--- src/rtl/stage_share_arb_if.sv ---
// Handshake bundle for stage_share_arb.
//   req_*  : per-requester operand request (valid/ready, two operand bits each)
//   stg_*  : launch strobe and operands to the shared stage chain, plus its results
//   rsp_*  : per-requester held result (valid/ready, two result bits each)
//   hold   : request to stop launching and drain the chain
//   paused : chain fully drained and launching stopped
// The slave modport is the arbiter side; master is the surrounding environment.
interface stage_share_arb_if #(
    parameter int unsigned NREQ = 6
);
    logic [NREQ-1:0] req_valid;
    logic [NREQ-1:0] req_i1;
    logic [NREQ-1:0] req_i2;
    logic [NREQ-1:0] req_ready;
    logic            stg_valid;
    logic            stg_I1;
    logic            stg_I2;
    logic            stg_O1;
    logic            stg_O2;
    logic [NREQ-1:0] rsp_valid;
    logic [NREQ-1:0] rsp_o1;
    logic [NREQ-1:0] rsp_o2;
    logic [NREQ-1:0] rsp_ready;
    logic            hold;
    logic            paused;

    modport slave (
        input  req_valid, req_i1, req_i2, stg_O1, stg_O2, rsp_ready, hold,
        output req_ready, stg_valid, stg_I1, stg_I2, rsp_valid, rsp_o1, rsp_o2, paused
    );

    modport master (
        output req_valid, req_i1, req_i2, stg_O1, stg_O2, rsp_ready, hold,
        input  req_ready, stg_valid, stg_I1, stg_I2, rsp_valid, rsp_o1, rsp_o2, paused
    );
endinterface

--- src/rtl/stage_share_arb.sv ---
// Round-robin arbiter sharing one fixed-latency 2-bit stage chain among NREQ requesters.
// Each requester may have one operation outstanding; its result is held in a per-requester
// response slot until accepted. A hold request drains the chain and then pauses launching.
// Ports:
//   clk  : clock, rising edge
//   rst  : synchronous active-high reset
//   bus  : stage_share_arb_if.slave (request, stage-chain and response handshakes, hold/paused)
module stage_share_arb #(
    parameter int unsigned NREQ = 6,
    parameter int unsigned LAT  = 3
) (
    input logic              clk,
    input logic              rst,
    stage_share_arb_if.slave bus
);

    localparam int unsigned PW = (NREQ > 1) ? $clog2(NREQ) : 1;

    typedef enum logic [1:0] {StRun, StDrain, StPaused} state_e;

    state_e          state_q;
    logic            paused_q;
    logic [PW-1:0]   ptr_q;
    logic [NREQ-1:0] busy_q;

    // Launch register: stage 0 of the operation, drives the chain inputs.
    logic            stg_valid_q;
    logic            stg_i1_q;
    logic            stg_i2_q;
    logic [PW-1:0]   stg_k_q;

    // Tag pipeline: the last stage lines up with the chain result.
    logic [LAT-1:0]  tag_valid_q;
    logic [PW-1:0]   tag_k_q [LAT];

    logic [NREQ-1:0] rsp_valid_q;
    logic [NREQ-1:0] rsp_o1_q;
    logic [NREQ-1:0] rsp_o2_q;

    logic [NREQ-1:0] eligible;
    logic [NREQ-1:0] grant_vec;
    logic            grant_found;
    logic [PW-1:0]   grant_idx;
    logic [PW-1:0]   cand;
    logic [PW-1:0]   ptr_d;
    logic [NREQ-1:0] rsp_hs;
    logic            inflight;
    logic            cap_valid;
    logic [PW-1:0]   cap_k;

    // Eligibility depends on registered state only, so a hold seen in RUN stops
    // grants from the following (DRAIN) cycle on.
    always_comb begin
        eligible = '0;
        if (state_q == StRun && !rst) begin
            eligible = bus.req_valid & ~busy_q;
        end
    end

    // Search from ptr upwards with wrap; first eligible requester wins.
    always_comb begin
        grant_vec   = '0;
        grant_found = 1'b0;
        grant_idx   = '0;
        cand        = '0;
        for (int i = 0; i < int'(NREQ); i++) begin
            cand = PW'((32'(ptr_q) + 32'(i)) % NREQ);
            if (!grant_found && eligible[cand]) begin
                grant_found = 1'b1;
                grant_idx   = cand;
            end
        end
        if (grant_found) begin
            grant_vec[grant_idx] = 1'b1;
        end
    end

    always_comb begin
        ptr_d = ptr_q;
        if (grant_found) begin
            ptr_d = (grant_idx == PW'(NREQ - 1)) ? '0 : grant_idx + 1'b1;
        end
    end

    assign rsp_hs    = rsp_valid_q & bus.rsp_ready;
    assign inflight  = stg_valid_q | (|tag_valid_q);
    assign cap_valid = tag_valid_q[LAT-1];
    assign cap_k     = tag_k_q[LAT-1];

    // Control FSM with registered paused flag.
    always_ff @(posedge clk) begin
        if (rst) begin
            state_q  <= StRun;
            paused_q <= 1'b0;
        end else begin
            unique case (state_q)
                StRun: begin
                    if (bus.hold) begin
                        state_q <= StDrain;
                    end
                end
                StDrain: begin
                    if (!bus.hold) begin
                        state_q <= StRun;
                    end else if (!inflight) begin
                        state_q  <= StPaused;
                        paused_q <= 1'b1;
                    end
                end
                StPaused: begin
                    if (!bus.hold) begin
                        state_q  <= StRun;
                        paused_q <= 1'b0;
                    end
                end
                default: begin
                    state_q  <= StRun;
                    paused_q <= 1'b0;
                end
            endcase
        end
    end

    always_ff @(posedge clk) begin
        if (rst) begin
            ptr_q       <= '0;
            busy_q      <= '0;
            stg_valid_q <= 1'b0;
            stg_i1_q    <= 1'b0;
            stg_i2_q    <= 1'b0;
            stg_k_q     <= '0;
            tag_valid_q <= '0;
            for (int i = 0; i < int'(LAT); i++) begin
                tag_k_q[i] <= '0;
            end
            rsp_valid_q <= '0;
            rsp_o1_q    <= '0;
            rsp_o2_q    <= '0;
        end else begin
            ptr_q  <= ptr_d;
            // Grant and response handshake never hit the same requester together.
            busy_q <= (busy_q | grant_vec) & ~rsp_hs;

            stg_valid_q <= grant_found;
            stg_i1_q    <= grant_found & bus.req_i1[grant_idx];
            stg_i2_q    <= grant_found & bus.req_i2[grant_idx];
            stg_k_q     <= grant_idx;

            tag_valid_q[0] <= stg_valid_q;
            tag_k_q[0]     <= stg_k_q;
            for (int i = 1; i < int'(LAT); i++) begin
                tag_valid_q[i] <= tag_valid_q[i-1];
                tag_k_q[i]     <= tag_k_q[i-1];
            end

            for (int k = 0; k < int'(NREQ); k++) begin
                if (cap_valid && cap_k == PW'(k)) begin
                    rsp_valid_q[k] <= 1'b1;
                    rsp_o1_q[k]    <= bus.stg_O1;
                    rsp_o2_q[k]    <= bus.stg_O2;
                end else if (rsp_hs[k]) begin
                    rsp_valid_q[k] <= 1'b0;
                end
            end
        end
    end

    assign bus.req_ready = grant_vec;
    assign bus.stg_valid = stg_valid_q;
    assign bus.stg_I1    = stg_i1_q;
    assign bus.stg_I2    = stg_i2_q;
    assign bus.rsp_valid = rsp_valid_q;
    assign bus.rsp_o1    = rsp_o1_q;
    assign bus.rsp_o2    = rsp_o2_q;
    assign bus.paused    = paused_q;

endmodule
--- src/flat_wrapper.sv ---
// flat-port wrapper written by rule: the top's interface ports become plain ports
module stage_share_arb_flat 
#(
    parameter int unsigned NREQ = 6,
    parameter int unsigned LAT  = 3
)
  (clk, rst, bus_req_valid, bus_req_i1, bus_req_i2, bus_stg_O1, bus_stg_O2, bus_rsp_ready, bus_hold, bus_req_ready, bus_stg_valid, bus_stg_I1, bus_stg_I2, bus_rsp_valid, bus_rsp_o1, bus_rsp_o2, bus_paused);
  stage_share_arb_if #(.NREQ(NREQ)) bus_i ();
  input logic clk;
  input logic rst;
  input wire logic [$bits(bus_i.req_valid)-1:0] bus_req_valid;
  input wire logic [$bits(bus_i.req_i1)-1:0] bus_req_i1;
  input wire logic [$bits(bus_i.req_i2)-1:0] bus_req_i2;
  input wire logic [$bits(bus_i.stg_O1)-1:0] bus_stg_O1;
  input wire logic [$bits(bus_i.stg_O2)-1:0] bus_stg_O2;
  input wire logic [$bits(bus_i.rsp_ready)-1:0] bus_rsp_ready;
  input wire logic [$bits(bus_i.hold)-1:0] bus_hold;
  output wire logic [$bits(bus_i.req_ready)-1:0] bus_req_ready;
  output wire logic [$bits(bus_i.stg_valid)-1:0] bus_stg_valid;
  output wire logic [$bits(bus_i.stg_I1)-1:0] bus_stg_I1;
  output wire logic [$bits(bus_i.stg_I2)-1:0] bus_stg_I2;
  output wire logic [$bits(bus_i.rsp_valid)-1:0] bus_rsp_valid;
  output wire logic [$bits(bus_i.rsp_o1)-1:0] bus_rsp_o1;
  output wire logic [$bits(bus_i.rsp_o2)-1:0] bus_rsp_o2;
  output wire logic [$bits(bus_i.paused)-1:0] bus_paused;
  assign bus_i.req_valid = bus_req_valid;
  assign bus_i.req_i1 = bus_req_i1;
  assign bus_i.req_i2 = bus_req_i2;
  assign bus_i.stg_O1 = bus_stg_O1;
  assign bus_i.stg_O2 = bus_stg_O2;
  assign bus_i.rsp_ready = bus_rsp_ready;
  assign bus_i.hold = bus_hold;
  assign bus_req_ready = bus_i.req_ready;
  assign bus_stg_valid = bus_i.stg_valid;
  assign bus_stg_I1 = bus_i.stg_I1;
  assign bus_stg_I2 = bus_i.stg_I2;
  assign bus_rsp_valid = bus_i.rsp_valid;
  assign bus_rsp_o1 = bus_i.rsp_o1;
  assign bus_rsp_o2 = bus_i.rsp_o2;
  assign bus_paused = bus_i.paused;
  stage_share_arb #(.NREQ(NREQ), .LAT(LAT)) u_core (.clk(clk), .rst(rst), .bus(bus_i));
endmodule
--- config.mk ---
export PLATFORM = sky130hd
export DESIGN_NAME = stage_share_arb_flat
export DESIGN_NICKNAME = d
export VERILOG_FILES = /design/src/rtl/stage_share_arb_if.sv /design/src/rtl/stage_share_arb.sv /design/src/flat_wrapper.sv
export SDC_FILE = /design/constraint.sdc
export NUM_CORES = 1
export LEC_CHECK = 0
export CAP_MARGIN = 10
export CORE_ASPECT_RATIO = 0.9
export CORE_MARGIN = 2
export CORE_UTILIZATION = 35
export CTS_BUF_LIST = sky130_fd_sc_hd__clkbuf_8
export CTS_CLUSTER_DIAMETER = 50
export DETAILED_ROUTE_END_ITERATION = 8
export PLACE_DENSITY_LB_ADDON = 0.25
export SYNTH_ARGS = -nofsm -noshare
export SYNTH_HDL_FRONTEND = slang
export SYNTH_SLANG_ARGS = --single-unit
--- constraint.sdc ---
create_clock -name clk -period 4.4 [get_ports clk]
set_clock_uncertainty 0.2 [all_clocks]
set_input_delay 0.88 -clock clk [delete_from_list [all_inputs] [get_ports clk]]
set_output_delay 0.88 -clock clk [all_outputs]
set_load 0.1 [all_outputs]
# [Word level (Yosys, flattened, before mapping)]
# Memories as Yosys holds them, arrays and structs flattened.
# Cells that the tools add are included.
[totals] register_bits=39 ram_bits=9 inputBits=29 out_inout_bits=28 elab_cells=164 n_memories=1
[op_classes] addsub=6 n_div=6 order_cmp=8 eq_ne=13 n_mux=60 n_bitwise=13 reduce_logical=30
[memory_table] name="u_core.tag_k_q" depth=3 word_bits=3 rd=3 rd_ports_with_merged_regs=0 wr=3 line="stage_share_arb.sv:34" text="logic [PW-1:0] tag_k_q [LAT];"
[ops] cell="$mod A32 B3 Y32 const B" count=5
[ops] cell="$mux W1" count=33
[ops] cell="$mod A3 B3 Y32 const B" count=1
[ops] cell="$mux W3" count=10
[ops] cell="$lt A3 B4 Y1 const B" count=7
[ops] cell="$bmux W1 S3" count=8
[ops] cell="$and A6 B6 Y6" count=3
[ops] cell="$logic_and A1 B1 Y1" count=13
[ops] cell="$mux W6" count=2
[ops] cell="$not A6 Y6" count=2
[ops] cell="$reduce_bool A2 Y1" count=6
[ops] cell="$eq A3 B3 Y1 const B" count=3
[ops] cell="$add A3 B2 Y4 const B" count=2
[ops] cell="$add A3 B3 Y4 const B" count=2
[ops] cell="$mux W2" count=4
[ops] cell="$ne A2 B2 Y1 const B" count=4
[ops] cell="$eq A3 B2 Y1 const B" count=2
[ops] cell="$logic_not A1 Y1" count=6
[ops] cell="$or A6 B6 Y6" count=1
[ops] cell="$pmux W2 S3" count=1
[ops] cell="$add A3 B1 Y4 const B" count=1
[ops] cell="$or A1 B1 Y1" count=4
[ops] cell="$reduce_and A4 Y1" count=1
[ops] cell="$add A3 B1 Y3 const B" count=1
[ops] cell="other kinds (13)" count=14

# [Longest topological paths before layout]
[logic_depth] ltp_word=28 mapped_depth=18 mapped_depth_nobuf=16

# [Worst setup path before layout]
# OpenSTA, ideal clock, no wires.
[synth_timing] path_type="register -> output" start="register u_core.ptr_q[2]" end="output port bus_req_ready[0]" arrival_time_ps=4775 t_required_ps=3320 slack_ps=-1455 path_stages_with_launch=16 n_path_buf=1 cell_sequence="dfxtp_1 -> buf_6 -> inv_1 -> ha_1 -> a21oi_2 -> inv_2 -> ha_1 -> nor2b_1 -> a21oi_1 -> o31ai_1 -> o211ai_1 -> o211a_1 -> a2111oi_2 -> o22a_4 -> inv_2 -> nor4_2"
[synth_between] elab_chain_len=24 word_cells_on_any_way=51 classes_between="5 x add/sub; 6 x div; 2 x order compare; 27 x mux; 11 x reduce/logical"
[synth_lines] item="start, declared" line="stage_share_arb.sv:23" text="logic [PW-1:0] ptr_q;"
[synth_lines] item="start signal, assigned" line="stage_share_arb.sv:140" text="ptr_q <= ptr_d;"
[synth_lines] item="parallel branches: the longest is 23 deep, another holds $mod A32 B3 Y32"
[synth_lines] item="$mux W6 (*)" line="stage_share_arb.sv:73" text="if (grant_found) begin"
[synth_lines] item="end, declared" line="flat_wrapper.sv:18" text="output wire logic [$bits(bus_i.req_ready)-1:0] bus_req_ready;"
# Mark *: on every way between the ends. The select of a mux whose other input is x is not followed.

# [Worst setup path after layout]
[layout_timing] start="register u_core.ptr_q[1]" end="output port bus_req_ready[4]"
# Same word-level chain as after synthesis.

==> results.json <==
{
  "final_area_mm2": 0.004873,
  "crit_fanout": 5,
  "cts_tree": "done",
  "fin_crit_ns": 4.630,
  "drt_iter0_drc": 166,
  "track_usage_pct": 20.54,
  "path_clk_slew_ns": 0.09,
  "grt_pass1_vias": 3159,
  "worstSkewPairLatency_ns": 0.30,
  "final_cells": 598,
  "worstReg2RegStart": "u_core.ptr_q[1]",
  "grt_antenna_before_repair": 0,
  "crit_path_end_kind": "primary output",
  "synth_area_mm2": 0.003005,
  "p_seq_share_pct": 14.6,
  "grt_pass1_wl_mm": 15.37,
  "clock-sinks": 48,
  "start_kind": "register",
  "dr.pass1.iters": 4,
  "status": "finished, violations left",
  "holdBufCountCts": 0,
  "ir_worst_vdd_mv": 0.4851,
  "swShare_pct": 47.61,
  "start_util_pct": 35.57,
  "drt-total-wl_mm": 9.260,
  "drcViolationCount": 0,
  "synth_cell_type_count": 74,
  "rsz0062_at_grt": "true",
  "finalHoldViolations": 0,
  "powerDensity_mw_per_mm2": 828.3,
  "dp_hpwl_mm": 6.792,
  "cts_buffer_depth": 2,
  "combPwrFrac_pct": 79.1,
  "min_period_over_period_pct": 105.2,
  "p_switching_mw": 1.922,
  "place_area_mm2": 0.004344,
  "drive_gt1_share_pct": 38.00,
  "io_pins": 57,
  "arrival_ns": 3.55,
  "min-delay-start": "u_core.stg_k_q[0]",
  "failed_checks": "setup timing",
  "antenna_cells": 0,
  "via_per_inst": 5.018,
  "maxCapViolations": 0,
  "holdWs_ns": 0.2527,
  "synth_ff_type": "dfxtp_1",
  "max_freq_ghz": 0.2160,
  "max_slew_margin_pct": 33.51,
  "vias": 3001,
  "dp.cells": 565,
  "nNetsFinal": 521,
  "synth_seq_cells": 48,
  "numCtsBuffers": 5,
  "synth-edff-count": 0,
  "dieArea_mm2": 0.009345,
  "synthCells": 338,
  "syn_avg_cell_area_um2": 8.892,
  "cts_root_buffer": "clkbuf_8",
  "clkPwrFrac_pct": 6.3,
  "min_path_type": "register to register",
  "worstMarginPinSlew_ns": 0.9942,
  "grt_max_degree": 43,
  "setup_viol": 6,
  "core_area_mm2": 0.008448,
  "internal_power_mw": 2.115,
  "htree_levels": 2,
  "ys_async_sr_fraction_pct": 0,
  "p_leak_nw": 1.979,
  "avgRoutedWirePerCell_um": 15.48,
  "ant_nets": 0,
  "die_height_um": 91.91,
  "die_w_um": 101.7,
  "crit_type": "register to primary output",
  "postSynthNetCount": 380,
  "cp-startpoint": "u_core.ptr_q[1]",
  "port_buffers": 56,
  "required_ns": 3.32,
  "grt_overflow": 0,
  "layout_setup_ws_ns": -0.2300,
  "gp_congestion": 0.9712,
  "rows": 32,
  "syn_to_final_growth_pct": 62.16,
  "slew_viol_final": 0,
  "yosysSeqAreaShare_pct": 31.97,
  "yosysWarnings": 0
}
[final timing paths]
| path | to | slack, ns | depth (start not counted) |
|---|---|---|---|
| max | bus_req_ready[4] | -0.23 | 17 |
| min | u_core.tag_k_q[0][0] | 0.25 | 1 |
| max reg2reg | u_core.bus.stg_I2 | 0.61 | 19 |
| min reg2reg | u_core.tag_k_q[0][0] | 0.25 | 1 |
[synthesized netlist by cell type (5+ instances only)]
library cell  count  area share, %
dfxtp_1          48             32
nor2_1           33            4.1
inv_1            20            2.5
a21oi_1          18            3.0
mux2i_1          15            5.0
ha_1             13            5.4
nand3_1          13            2.2
nor2b_1          13            2.7
nand2_1          10            1.2
nor3_1            9            1.5
clkbuf_1          7           0.87
nand2b_1          7            1.5
nor3b_1           7            1.7
o211ai_1          7            1.7
o21ai_0           7            1.2
a211oi_1          5            1.2
and2_1            5            1.0
[metal layers]
metal / global-route usage [%] / part of all wire, % / up-vias
met3: 4.497 / 6.0 / 8
met1: 27.25 / 45 / 1383
met2: 34.43 / 48 / 97
met4: 3.491 / 1.0 / 0
li1: - / - / 1513
met5: 0 / 0 / -
[metrics by stage]
step                      setup TNS (ns)  worst slack [ns]  total power, mW  utilization [%]
after detailed placement          -2.112           -0.4123            3.310            51.42
after CTS                        -0.9221           -0.2149            3.883            56.43
final                             -1.264           -0.2300            4.037            57.69
after global routing              -2.259           -0.3975            4.268            57.69
after floorplan                  -0.6012           -0.4420            2.290                -
after global placement            -1.904           -0.3840            3.286            51.42
[what timing repair did]
| item | in CTS | in global routing |
|---|---|---|
| resized for setup | 54 | 9 |
| pin swaps | 27 | 15 |
| buffers inserted | 18 | 8 |
| cloned | 0 | 0 |
| endpoints found under the setup margin | 6 | 6 |
[cell families after synthesis]
logic type                 Yosys count  share of synthesized area, %
muxes                               17                         5.745
buffers and inverters               38                         5.829
adders and majority gates           13                         5.412
xor gates and xnor gates             5                         2.332
DFF                                 48                         31.97
and+or+nand+nor                    127                         24.85
AOI/OAI and AO/OA                   90                         23.85
[flip-flops by register name, summed over array words and instances (netlist names), 2 cells and up]
register	flops
u_core.bus.rsp_o1	6
u_core.stg_k_q	3
u_core.state_q	2
u_core.ptr_q	3
u_core.tag_k_q	9
u_core.tag_valid_q	3
u_core.bus.rsp_o2	6
u_core.bus.rsp_valid	6
u_core.busy_q	6
[cells in the final DEF, fill, tap and decap left out, drive strengths merged, types with 13 or more instances in the layout]
cell type | netlist | routed
mux2i | 15 | 15
inv | 24 | 22
dfxtp | 48 | 48
ha | 13 | 13
clkdlybuf4s50 | 0 | 43
nand3 | 13 | 13
a21oi | 20 | 20
nor2 | 34 | 34
nor2b | 13 | 13
buf | 7 | 98
[worst max-delay path: stages (launching register included)]
cell	delay (ns)
dfxtp_4	0.39
buf_6	0.13
ha_4	0.15
a21oi_4	0.13
inv_2	0.07
ha_4	0.22
nor2b_4	0.16
a21oi_4	0.09
o31ai_4	0.28
o211ai_1	0.14
o211a_1	0.28
buf_6	0.13
a2111oi_4	0.35
o22a_4	0.22
buf_6	0.11
buf_6	0.09
and2_4	0.15
buf_12	0.17
[area by class of cell]
class	instances	area, um^2
sequential	48	972.2
timing repair buffer	148	1351
clock buffer	5	68.82
clock inverter	2	11.26
fill	755	3575
tap	119	148.9
inverter	24	116.4
multi-input combinational	252	2205
[power groups by stage]
stage / clock network (mW) / registers [mW] / logic [mW]
global placement: 0 / 0.584 / 2.70
detailed placement: 0 / 0.583 / 2.73
global route: 0.279 / 0.596 / 3.39
finish: 0.255 / 0.588 / 3.19
floorplan: 0 / 0.682 / 1.61
CTS: 0.258 / 0.582 / 3.04
(Power assumes the default switching activity.)
